## src/rtl/ddr_word_bridge.sv

```systemverilog
// Bridges 32-bit CPU word accesses onto a 512-bit Wishbone DDR port through a one-line read buffer.
// Hits return combinationally; misses and writes stall the CPU with nak for one IDLE cycle, the BUS phase, then release in RESP.
module ddr_word_bridge #(
   parameter int          TIMEOUT  = 1024,
   parameter logic [31:0] ERR_WORD = 32'hDEADBEEF
) (
   input  logic         clk,
   input  logic         rstn,
   input  logic [31:0]  addrBus,
   input  logic [31:0]  dataInBus,
   input  logic [3:0]   weBus,
   input  logic         stb,
   input  logic         inval,
   output logic [31:0]  dataOutBus,
   output logic         nak,
   output logic         err,
   output logic [31:0]  addrDDR,
   output logic [511:0] doutDDR,
   output logic [63:0]  dmDDR,
   input  logic [511:0] dinDDR,
   output logic         cycDDR,
   output logic         stbDDR,
   output logic         weDDR,
   input  logic         ackDDR
);

   localparam int CW = $clog2(TIMEOUT + 1);

   typedef enum logic [1:0] {IDLE, BUS, RESP} state_t;

   state_t          state_q, state_d;
   logic [31:0]     addr_q, addr_d;
   logic [31:0]     data_q, data_d;
   logic [3:0]      we_q, we_d;
   logic [511:0]    line_q, line_d;
   logic [25:0]     tag_q, tag_d;
   logic            valid_q, valid_d;
   logic            err_q, err_d;
   logic            to_q, to_d;
   logic [CW-1:0]   cnt_q, cnt_d;

   logic hit, start, timeout;

   assign hit     = (state_q == IDLE) && stb && (weBus == 4'h0) && valid_q
                    && (tag_q == addrBus[31:6]) && !inval;
   assign start   = (state_q == IDLE) && stb && !hit;
   assign timeout = (state_q == BUS) && !ackDDR && (cnt_q == CW'(TIMEOUT - 1));

   always_ff @(posedge clk) begin
      if (!rstn) begin
         state_q <= IDLE;
         addr_q  <= '0;
         data_q  <= '0;
         we_q    <= '0;
         line_q  <= '0;
         tag_q   <= '0;
         valid_q <= 1'b0;
         err_q   <= 1'b0;
         to_q    <= 1'b0;
         cnt_q   <= '0;
      end else begin
         state_q <= state_d;
         addr_q  <= addr_d;
         data_q  <= data_d;
         we_q    <= we_d;
         line_q  <= line_d;
         tag_q   <= tag_d;
         valid_q <= valid_d;
         err_q   <= err_d;
         to_q    <= to_d;
         cnt_q   <= cnt_d;
      end
   end

   always_comb begin
      state_d = state_q;
      case (state_q)
         IDLE:    if (start) state_d = BUS;
         BUS:     if (ackDDR || timeout) state_d = RESP;
         RESP:    state_d = IDLE;
         default: state_d = IDLE;
      endcase
   end

   always_comb begin
      addr_d  = addr_q;
      data_d  = data_q;
      we_d    = we_q;
      line_d  = line_q;
      tag_d   = tag_q;
      valid_d = valid_q;
      err_d   = err_q | timeout;
      to_d    = to_q;
      cnt_d   = (state_q == BUS) ? cnt_q + 1'b1 : '0;
      if (start) begin
         addr_d = addrBus;
         data_d = dataInBus;
         we_d   = weBus;
      end
      if (state_q == BUS) to_d = timeout;
      // Write-through, no-allocate: only an already-buffered line absorbs write bytes
      if (state_q == BUS && ackDDR) begin
         if (we_q == 4'h0) begin
            line_d  = dinDDR;
            tag_d   = addr_q[31:6];
            valid_d = 1'b1;
         end else if (valid_q && tag_q == addr_q[31:6]) begin
            for (int b = 0; b < 4; b++)
               if (we_q[b]) line_d[{addr_q[5:2], 2'(b), 3'b000} +: 8] = data_q[8*b +: 8];
         end
      end
      if (inval) valid_d = 1'b0;
   end

   always_comb begin
      cycDDR     = (state_q == BUS);
      stbDDR     = (state_q == BUS);
      weDDR      = (state_q == BUS) && (we_q != 4'h0);
      addrDDR    = (state_q == BUS) ? {addr_q[31:6], 6'b0} : 32'h0;
      doutDDR    = weDDR ? {16{data_q}} : '0;
      dmDDR      = weDDR ? (64'(we_q) << {addr_q[5:2], 2'b00}) : 64'h0;
      nak        = rstn && (start || state_q == BUS);
      err        = err_q;
      dataOutBus = 32'h0;
      if (hit)
         dataOutBus = line_q[{addrBus[5:2], 5'b0} +: 32];
      else if (state_q == RESP && we_q == 4'h0)
         dataOutBus = to_q ? ERR_WORD : line_q[{addr_q[5:2], 5'b0} +: 32];
   end

endmodule

```

## config.mk

```make
export PLATFORM = sky130hd
export DESIGN_NAME = ddr_word_bridge
export DESIGN_NICKNAME = d
export VERILOG_FILES = /design/src/rtl/ddr_word_bridge.sv
export SDC_FILE = /design/constraint.sdc
export NUM_CORES = 2
export LEC_CHECK = 0
export CAP_MARGIN = 20
export CORE_AREA = 3 3 480 482
export CTS_BUF_LIST = sky130_fd_sc_hd__clkbuf_8
export CTS_CLUSTER_DIAMETER = 80
export DETAILED_ROUTE_END_ITERATION = 12
export DIE_AREA = 0 0 483 485
export PLACE_DENSITY = 0.39
export RECOVER_POWER = 25
export SLEW_MARGIN = 20
export SYNTH_ARGS = -nofsm -noshare
export SYNTH_HDL_FRONTEND = slang
export SYNTH_SLANG_ARGS = --single-unit
```

## constraint.sdc

```tcl
create_clock -name clk -period 3.35 [get_ports clk]
set_input_delay 0.67 -clock clk [delete_from_list [all_inputs] [get_ports clk]]
set_output_delay 0.67 -clock clk [all_outputs]
set_load 0.01 [all_outputs]
```

==> summary.txt <==
Run status: complete, but fails checks
Violations in the final reports: slew limit, setup timing
Share of layout cells above drive strength 1: 0.403
CTS tree: yes
Max-slew violations: 30
Chip width: 483 um
Initial Utilization: 0.185
Ports: 1230
Initial antenna violation count: 81
Final Hold Fails: 0
Cell taking the most area after synthesis: dfxtp_1
Overall power: 23.7 mW
Final setup margin: -0.447 ns
Setup-failing EPs final: 549
Flop2flop setup slack: 0.03 ns
Initial DRC Count: 4814
Worst skew pair latency: 0.91 ns
Mapped Cells: 4574
Slew HR: -0.0122
Predominant post-synthesis flop cell: dfxtp_1
Power Density: 357 mW/mm2
Min cycle time layout: 3.80 ns
Total Wirelength: 308 mm
Total gr overflow: 0
Critical Path AT: 3.13 ns
CP Capture Type: primary output
Total GRT Usage: 0.246
CTS Buf Count: 135
IO Port Bufs: 1221
Layout Cells excl Fill: 9066
Placed instance count: 8395
Nets: 6518
Post-synth EDFFs: 0
Vias per cell: 5.02
Warnings from Yosys: 0
Die Height: 485 um
Netlist cell types: 68
Kind of critical path: reg2out
Layout Skew: 0.0547 ns
Post-route ant nets: 0
Area growth from synthesis to layout: 58.9%
Die ar.: 0.234 mm2
Wire per inst: 33.9 um
P_leak: 25.9 nW
Worst Path Max Fanout: 6
GP Congestion: 0.910
TritonCTS Sinks: 620
DR vias: 45549
F_max: 263 MHz
Synth async-reset ratio: 0
Largest net degree at the start of global routing: 161
Min-Delay Path Class: in2reg
Average cell area after synthesis: 9.15 um2
Max Cap Violations: 0
Yosys top cell area share: 0.297
Largest cells by area after synthesis: dfxtp_1 30%, mux4_2 15%, buf_4 8.9%, o21ai_0 6.7%, o221a_2 6.6%
Syn Std Cell Area: 0.0419 mm2
H-tree depth: 4
Final core utilization: 0.293
Filler instances: 23855
Drt pass-1 iters: 5
Number of synthesized register bits: 620
RSZ-0062 raised after global routing: true
WP data required: 2.68 ns
Clock Path Buffers: 3
DRC: 0
DP HPWL: 223 mm
Site Rows: 175
Seq/Total Area, Yosys: 0.297
CP Launch Type: flip-flop
Global-route wire length before repair: 402 mm
Core area: 0.227 mm2
Maximum vdd drop: 0.407 mV
Hold slack final: 0.218 ns
Post-route clock period utilization: 1.13
Vias in the first global route: 45006
Worst-path clk slew: 0.06 ns
Root cell of the clock tree: clkbuf_8
Post-CTS Hold Buffers: 0
Slew at the pin closest to its max-slew limit: 1.52 ns
power breakdown:
part	internal (mW)	leakage, nW	switching [mW]
clock network	4.56	1.52	4.01
registers	7.69	5.03	0.375
logic	3.12	19.3	3.98
final timing paths:
check	from	endpoint	cells after the start
min reg2reg	cnt_q[0]	cnt_q[0]	1
min	rstn	state_q[0]	2
max	tag_q[7]	dataOutBus[11]	12
max reg2reg	addr_q[2]	line_q[489]	11
state kept, by name, summed over array words and instances (netlist names):
name and cells:
tag_q 26, to_q 1, data_q 32, state_q 2, line_q 512, addr_q 30
valid_q 1, we_q 4, cnt_q 11, err 1
layout by cell type, fill, tap and decap left out, drive strengths merged, types with 6 or more instances in the layout:
cell / netlist / routed
a2111oi: 24 / 24
a211oi: 24 / 24
a21oi: 213 / 213
a22o: 47 / 47
a22oi: 96 / 96
a31oi: 27 / 27
a32o: 8 / 8
a32oi: 24 / 24
and2: 34 / 34
and3: 47 / 70
buf: 610 / 1387
clkbuf: 305 / 220
clkdlybuf4s15: 0 / 8
clkdlybuf4s50: 0 / 582
clkinv: 1 / 10
conb: 1 / 6
dfxtp: 620 / 620
diode: 0 / 37
dlymetal6s2s: 0 / 61
ha: 7 / 7
inv: 36 / 88
mux2i: 130 / 130
mux4: 287 / 287
nand2: 320 / 320
nand3: 51 / 51
nand3b: 6 / 6
nand4: 14 / 14
nor2: 405 / 405
nor2b: 8 / 8
nor3: 40 / 40
nor4: 16 / 16
o21a: 123 / 123
o21ai: 569 / 569
o221a: 256 / 256
o22ai: 85 / 85
o2bb2ai: 48 / 48
xnor2: 30 / 30
xor2: 31 / 31
final cells by class:
type / instances / area [um2] / area share
Clock buffer: 164 / 2260 / 0.0339
Sequential cell: 620 / 12400 / 0.187
Tap cell: 3009 / 3760 / 0.0566
Clock inverter: 67 / 363 / 0.00546
Multi-Input combinational cell: 3030 / 25100 / 0.377
Inverter: 37 / 154 / 0.00231
Antenna cell: 37 / 92.6 / 0.00139
Timing Repair Buffer: 2102 / 22400 / 0.336
cells by family (layout without fill, tap and decap cells):
family | Yosys count | count (layout) | synth area share
AOI/OAI and AO/OA | 1560 | 1560 | 0.268
buffers and inverters | 952 | 2370 | 0.134
DFF | 620 | 620 | 0.297
adders and majority gates | 7 | 7 | 0.00209
and+or+nand+nor | 954 | 977 | 0.101
xor gates and xnor gates | 61 | 61 | 0.0128
other | 1 | 43 | 0.0000896
muxes | 419 | 419 | 0.186
worst max-delay path, stage by stage, from the launching register on:
cell and delay (ns):
dfxtp_1 0.39, xnor2_1 0.14, buf_4 0.14, nand4_1 0.10
nor4_2 0.32, buf_4 0.18, nand3_4 0.09, buf_16 0.16
buf_16 0.16, buf_6 0.15, o22ai_4 0.15, buf_6 0.14
buf_12 0.10
synthesized netlist by cell type, drive strengths merged, types with 3 or more instances:
library cell and number:
a32o 8, nand3 51, ha 7, nor3 40
clkbuf 305, a32oi 24, and2 34, nor2b 8
nand3b 6, a31o 3, inv 36, o31ai 5
nor2 405, o21ai 569, mux2i 130, a22o 47
a22oi 96, a211oi 24, o2bb2ai 48, o221a 256
a31oi 27, o211ai 3, nand2b 5, and3 47
nor4 16, mux4 287, buf 610, nand4 14
xor2 31, a21oi 213, a2111oi 24, o21a 123
or2 3, o22ai 85, dfxtp 620, xnor2 30
nand2 320
repair_timing:
item | CTS | global route
cloned | 35 | 8
setup buffers | 204 | 197
pin swaps | 53 | 45
endpoints found under the setup margin | 637 | 618
resized for setup | 2101 | 1134
stage by stage:
step                setup slack (ns)  area [um2]  setup TNS, ns
floorplan                      0.117       41900              0
global placement              -0.805       57800         -33.96
detailed placement            -0.800       57800         -42.27
CTS                           -0.642       63200        -204.25
global route                  -0.630       66500        -163.78
finish                        -0.447       66500         -90.13
per-layer routing:
| layer | vias to the layer above | track usage | part of all wire |
|---|---|---|---|
| met5 | - | 0 | 0.00093 |
| met4 | 40 | 0.0992 | 0.040 |
| met3 | 448 | 0.0582 | 0.078 |
| met2 | 2509 | 0.401 | 0.46 |
| met1 | 22985 | 0.313 | 0.42 |
| li1 | 19567 | - | - |
Note: power is estimated with default switching activity, not from simulation.
